===== src/rtl/f1_reaction_timer.sv =====
// f1_reaction_timer: measures cycles from lights-out to the driver's button press.
module f1_reaction_timer #(
    parameter int CNT_WIDTH = 16
) (
    input  logic                 clk,
    input  logic                 rst,
    input  logic [8:1]           lights_in,
    input  logic                 trigger,
    output logic [CNT_WIDTH-1:0] react_time,
    output logic                 valid,
    output logic                 jump_start,
    output logic                 timeout,
    output logic                 busy
);
    typedef enum logic [1:0] {IDLE, ARMED, FULL, TIMING} state_t;
    state_t state, state_n;
    logic trig_q, press, all_off, all_on, at_max;
    logic [CNT_WIDTH-1:0] cnt, cnt_n, rt_n;
    logic valid_n, jump_n, timeout_n;
    assign press   = trigger & ~trig_q;
    assign all_off = lights_in == '0;
    assign all_on  = lights_in == '1;
    assign at_max  = cnt == '1;
    assign busy    = state != IDLE;
    // Next-state, counter and result decisions; press outranks lights changes.
    always_comb begin
        state_n   = state;
        cnt_n     = cnt;
        rt_n      = react_time;
        valid_n   = 1'b0;
        jump_n    = 1'b0;
        timeout_n = 1'b0;
        case (state)
            IDLE: state_n = all_off ? IDLE : ARMED;
            ARMED: begin
                if (press) begin
                    jump_n  = 1'b1;
                    state_n = IDLE;
                end else if (all_on) begin
                    state_n = FULL;
                end else if (all_off) begin
                    state_n = IDLE;
                end
            end
            FULL: begin
                if (all_off && press) begin
                    rt_n    = '0;
                    valid_n = 1'b1;
                    state_n = IDLE;
                end else if (all_off) begin
                    cnt_n   = CNT_WIDTH'(1);
                    state_n = TIMING;
                end else if (press) begin
                    jump_n  = 1'b1;
                    state_n = IDLE;
                end else if (!all_on) begin
                    state_n = ARMED;
                end
            end
            TIMING: begin
                if (press) begin
                    rt_n    = cnt;
                    valid_n = 1'b1;
                    state_n = IDLE;
                end else if (at_max) begin
                    timeout_n = 1'b1;
                    state_n   = IDLE;
                end else begin
                    cnt_n = cnt + 1'b1;
                end
            end
            default: state_n = IDLE;
        endcase
    end
    // Register state, edge-detect history, counter and all result outputs.
    always_ff @(posedge clk) begin
        if (rst) begin
            state      <= IDLE;
            trig_q     <= 1'b0;
            cnt        <= '0;
            react_time <= '0;
            valid      <= 1'b0;
            jump_start <= 1'b0;
            timeout    <= 1'b0;
        end else begin
            state      <= state_n;
            trig_q     <= trigger;
            cnt        <= cnt_n;
            react_time <= rt_n;
            valid      <= valid_n;
            jump_start <= jump_n;
            timeout    <= timeout_n;
        end
    end
endmodule

===== config.mk =====
export PLATFORM = sky130hd
export DESIGN_NAME = f1_reaction_timer
export DESIGN_NICKNAME = d
export VERILOG_FILES = /design/src/rtl/f1_reaction_timer.sv
export SDC_FILE = /design/constraint.sdc
export NUM_CORES = 1
export LEC_CHECK = 0
export ABC_AREA = 1
export BUFFER_PORTS_ARGS = -buffer_cell sky130_fd_sc_hd__buf_2
export CORE_ASPECT_RATIO = 0.5
export CORE_UTILIZATION = 50
export CTS_BUF_LIST = sky130_fd_sc_hd__clkbuf_8 sky130_fd_sc_hd__clkbuf_16
export DETAILED_ROUTE_END_ITERATION = 10
export PLACE_DENSITY = 0.73
export SLEW_MARGIN = 10
export SYNTH_ARGS = -nofsm -noshare
export SYNTH_HDL_FRONTEND = slang
export SYNTH_SLANG_ARGS = --single-unit

===== constraint.sdc =====
create_clock -name clk -period 1.6 [get_ports clk]
set_input_delay 0.16 -clock clk [delete_from_list [all_inputs] [get_ports clk]]
set_output_delay 0.16 -clock clk [all_outputs]
set_load 0.05 [all_outputs]

### Yosys cells after proc, flatten, opt, wreduce, memory -nomap -nowiden

Cells that the tools add are included.

* add/subtract/negate cells: 1
* equal/unequal tests: 14
* multiplexer cells: 26
* bitwise operators: 3
* reductions and logical operators: 9

Operator list (number)
* 2-to-1 mux 16 bit: 6
* case mux 16 bit (2 select lines): 2
* 2-to-1 mux 2 bit: 9
* adder 16 x 1 -> 16 bit (second input constant): 1
* == test 16 bit (second input constant): 1
* inequality test 2 bit (second input constant): 6
* == test 8 bit (second input constant): 1
* zero test 8 bit: 1
* case mux 2 bit (4 select lines): 1
* 2-to-1 mux 1 bit: 6
* AND reduction 3 bit: 2
* inequality test 5 bit (second input constant): 1
* AND reduction 5 bit: 1
* == test 2 bit (second input constant): 2
* inequality test 4 bit (second input constant): 1
* case mux 1 bit (2 select lines): 2
* nonzero test 2 bit: 2
* inequality test 3 bit (second input constant): 1
* OR reduction 3 bit: 1
* == test 2 x 1 -> 1 bit (second input constant): 1
* zero test 2 bit: 1
* inverter 1 bit: 2
* AND 1 bit: 1
* logical AND 1 bit: 1

* register bits after elaboration: 38
* input port bits: 11
* output and inout port bits: 20

### Depth between registers and ports, before layout

* depth after elaboration: 6
* gate-level depth with buffers: 11
* mapped depth without buffers: 11

### Worst setup path before layout

Ideal clock, no wire load.

* kind: reg-to-reg
* from: register cnt[0]
* to: register cnt[3]
* data arrival time: 1.392 ns
* required time: 1.485 ns
* path slack: 0.094 ns
* stages on the path, launching flop included: 11
* cell sequence: dfxtp_1 > ha_1 > nand2_1 > nor2_1 > nand3_2 > nor2_2 > nand2_1 > nand2_4 > buf_6 > nor2_1 > o21a_1

* longest elaborated chain between the ends: 4
* elaborated cells between the ends (all ways): 7
* those cells by class: add/sub: 1; eq/ne: 2; mux: 3; reduce/logical: 1

Ends and longest elaborated chain
* start, declared: line 18 `logic [CNT_WIDTH-1:0] cnt, cnt_n, rt_n;`
* start signal, assigned: line 88 `cnt <= cnt_n;`
* adder 16 x 1 -> 16 bit: line 69 `cnt_n = cnt + 1'b1;`
* 2-to-1 mux 16 bit: line 65 `end else if (at_max) begin`
* 2-to-1 mux 16 bit: line 61 `if (press) begin`
* case mux 16 bit (2 select lines): line 33 `case (state)`

Parallel ways exist; a longest one is shown, timed or not. The select of a mux whose other input is x is not followed.
A chain may end at the register's enable or synchronous reset.

### Worst setup path in the final report

* from: register cnt[0]
* to: register cnt[11]

Same word-level chain as after synthesis.

==> metrics.md <==
| Metric | Value |
|---|---|
| Area Overhead vs Synth | `29.2%` |
| Sw Ratio | `30.4%` |
| R2R Path End | `cnt[11]` |
| Syn_nets | `318` |
| Die height | `47.2 µm` |
| # rows | `15` |
| Width of the die | `roughly 90 µm` |
| Initial antenna violation count | `0` |
| VDD IR-drop max | `~0.56 mV` |
| Synth top area cells | `dfxtp_1 37%, nand2_1 12%, nor2_1 8.3%` |
| CTS tree | `yes` |
| Top delay family on crit path | `simple AND/OR/NAND/NOR gates` |
| Skew-Pair Late Insertion Delay | `0.30 ns` |
| Root buffer cell | `clkbuf_8` |
| Seq/Total Area, Yosys | `37.2%` |
| Clock buffer count from CTS | `5` |
| Synthesized flop and latch total | `38` |
| Gr usage total | `roughly a quarter` |
| Vias in the first global route | `1909` |
| Slew Limit Fails | `0` |
| Antenna Nets Post-Route | `0` |
| Clock transition at path regs | `0.08 ns` |
| P per Cell Area | `791 mW/mm²` |
| Vias | `2187` |
| Final Non-Filler Cells | `414` |
| 1st-iter DRT viols | `169` |
| Drt wl/cell | `13.5 µm` |
| Global route overflow | `0` |
| Worst Min Path Start | `trigger` |
| Htree depth | `2` |
| Worst Hold Class | `in -> reg` |
| Slew HR | `75.9%` |
| Startpoint Class | `flip-flop` |
| Critical-path top delay cell | `dfxtp_2` |
| Post-Syn Area per Cell | `6.80 µm²` |
| Drt drc | `0` |
| Setup Crit Path Kind | `reg -> reg` |
| Final GP Congestion | `between 0.8 and 0.9` |
| Fin util | `just over 70%` |
| Share of layout cells above drive strength 1 | `28.9%` |
| Post-route cell area | `0.00264 mm²` |
| Fin crit share | `96.7%` |
| Combinational share of power | `19.4%` |
| DP Area | `0.00245 mm²` |
| CTS Buffer Depth | `2` |
| Tmin final | `1.55 ns` |
| Internal | `1.46 mW` |
| Reg2Reg Setup Slack | `roughly 0.053 ns` |
| Core area | `about 0.0037 mm²` |
| Ys Warns | `0` |
| Max FO, Critical Path | `7` |
| Vias/cell | `between 5 and 6` |
| Maximum number of pins on one net before global-route repair | `20` |
| # IOs | `31` |
| Number of synthesized flops with an enable pin | `0` |
| Final setup viols | `0` |
| Clock power frac | `approximately a third` |
| Placed Cells | `403` |
| First-pass GRT wire length | `8.67 mm` |
| Worst Reg-to-Reg Cells | `10` |
| Worst r2r src | `cnt[0]` |
| Fin Clk Skew | `0.00449 ns` |
| Hold depth | `3` |
| Hold Path End | `trig_q` |
| Initial Utilization | `a little under three fifths` |
| Final #Nets | `379` |
| Hold Vio Cnt, Final | `0` |
| Synthesized instance count | `301` |
| FMAX | `646 MHz` |
| Crit-path cells | `ha_4, nand2_2, nor2_2, nand3_2, nor2_2, nand2_2, nand2_4, buf_4, nand2_1, a21oi_2` |
| Leakage | `1.18 nW` |
| Critical path required time | `1.84 ns` |
| Die area | `between 0.004 and 0.005 mm²` |
| Sequential cell fraction of total power | `between 40 and 50%` |
| RSZ-0062 raised after global routing | `yes` |
| Max-Cap Viols | `0` |
| Drt first pass iters | `5` |
| I/O Buffers | `30` |
| P_sw | `~640 µW` |
| Slew @ Worst Pin | `0.362 ns` |
| Critical path's largest stage delay | `0.37 ns` |
| Most common cell after layout, fill and taps aside | `nand2_1` |
| Synthesized area | `0.00205 mm²` |
| CP endpoint kind | `flip-flop` |
| Ys async rst share | `0%` |
| Ys flop type | `dfxtp_1` |
| Outcome | `finished, final reports clean` |
| Arr. time, crit path | `1.78 ns` |
| Yosys top cell area share | `a little under two fifths` |
| CTS Hold Bufs | `0` |
| Netlist cell types | `31` |
| Clk sinks | `38` |
| Ant. Diodes | `0` |
| Most frequent cells in the layout | `62 x nand2_1, 40 x nor2_1, 34 x dfxtp_1, 33 x inv_1, 31 x buf_4` |
| CP bufs+invs | `1` |
| Yosys top cell by area | `dfxtp_1` |
| Hpwl dp | `slightly above 4 mm` |
| Routed wire length | `5.61 mm` |
-- sequential cells by signal, indices dropped and copies added (netlist names) --
signal      flops
trig_q          1
state           2
cnt            16
jump_start      1
valid           1
react_time     16
timeout         1
-- what timing repair did --
| item | in CTS | in global routing |
|---|---|---|
| gates resized for setup | 5 | 20 |
| gates cloned | 1 | 0 |
| pin swaps | 1 | 9 |
| buffers inserted | 0 | 2 |
| setup endpoints to repair | 23 | 34 |
-- metal layers --
layer | wire length (µm) | up-vias | GRT usage (%)
met5 | 0 | - | 0
met4 | 74 | 0 | 8.13
met3 | 320 | 15 | 7.12
met2 | 2560 | 78 | 46.5
met1 | 2660 | 1006 | 33.4
li1 | - | 1088 | -
-- final cells by class --
cell class	count	area, µm²
multi-input cells	222	1200
fillers	315	1020
flip-flops and latches	38	766
repair buffers	62	403
inverters	33	124
clock buffers	6	82.6
well taps	51	63.8
clock inverters	2	8.76
-- Yosys cell counts (all sizes together), types with 2 or more instances --
cell / count
dfxtp: 38
xor2: 4
ha: 6
o21ai: 25
nor2: 50
clkbuf: 5
a21oi: 20
inv: 33
o21bai: 2
nand2: 69
nand3: 23
buf: 4
nand4: 3
o21a: 5
o22ai: 4
nor3: 5
-- cell families after synthesis --
group	count (synthesis)	share of synthesized area (%)
and+or+nand+nor	153	32.4
AOI/OAI and AO/OA	57	16.1
buffers and inverters	42	8.50
DFF	38	37.2
adders and majority gates	6	3.67
xor gates and xnor gates	5	2.14
-- how the worst max path moves through the flow --
stage / from / end / slack, ns / cells past startpoint
finish: cnt[0] / cnt[11] / 0.05 / 10
detailed placement: state[0] / cnt[9] / -0.09 / 10
global placement: state[0] / cnt[9] / -0.01 / 10
global route: cnt[0] / cnt[6] / -0.03 / 10
CTS: state[0] / cnt[13] / 0.001 / 8
floorplan: cnt[0] / cnt[3] / 0.09 / 10
-- power groups by stage --
stage | sequential [mW] | combinational [mW] | clock (mW)
global route | 0.998 | 0.443 | 0.739
floorplan | 1.04 | 0.215 | 0
CTS | 0.988 | 0.386 | 0.692
finish | 0.995 | 0.406 | 0.691
global placement | 1.01 | 0.358 | 0
detailed placement | 1.01 | 0.372 | 0
-- per-stage QoR --
| step | worst slack [ns] | setup TNS [ns] | hold slack (ns) | power [mW] |
|---|---|---|---|---|
| after floorplan | 0.0939 | 0 | 0.294 | 1.25 |
| after global placement | -0.0142 | -0.0279 | 0.395 | 1.37 |
| after detailed placement | -0.0897 | -0.942 | 0.426 | 1.38 |
| after CTS | 0.00111 | 0 | 0.121 | 2.07 |
| after global routing | -0.0348 | -0.296 | 0.133 | 2.18 |
| final | 0.0530 | 0 | 0.117 | 2.09 |
-- worst register-to-register path: cells and delay by family (launching register included) --
kind                     cells  cell delay (ns)
flip-flops                   1             0.37
buffers and inverters        1             0.14
AO/OA/AOI/OAI                1             0.13
AND/OR/NAND/NOR              7             0.71
adder cells (fa/ha/maj)      1             0.15
(Power assumes the default switching activity.)
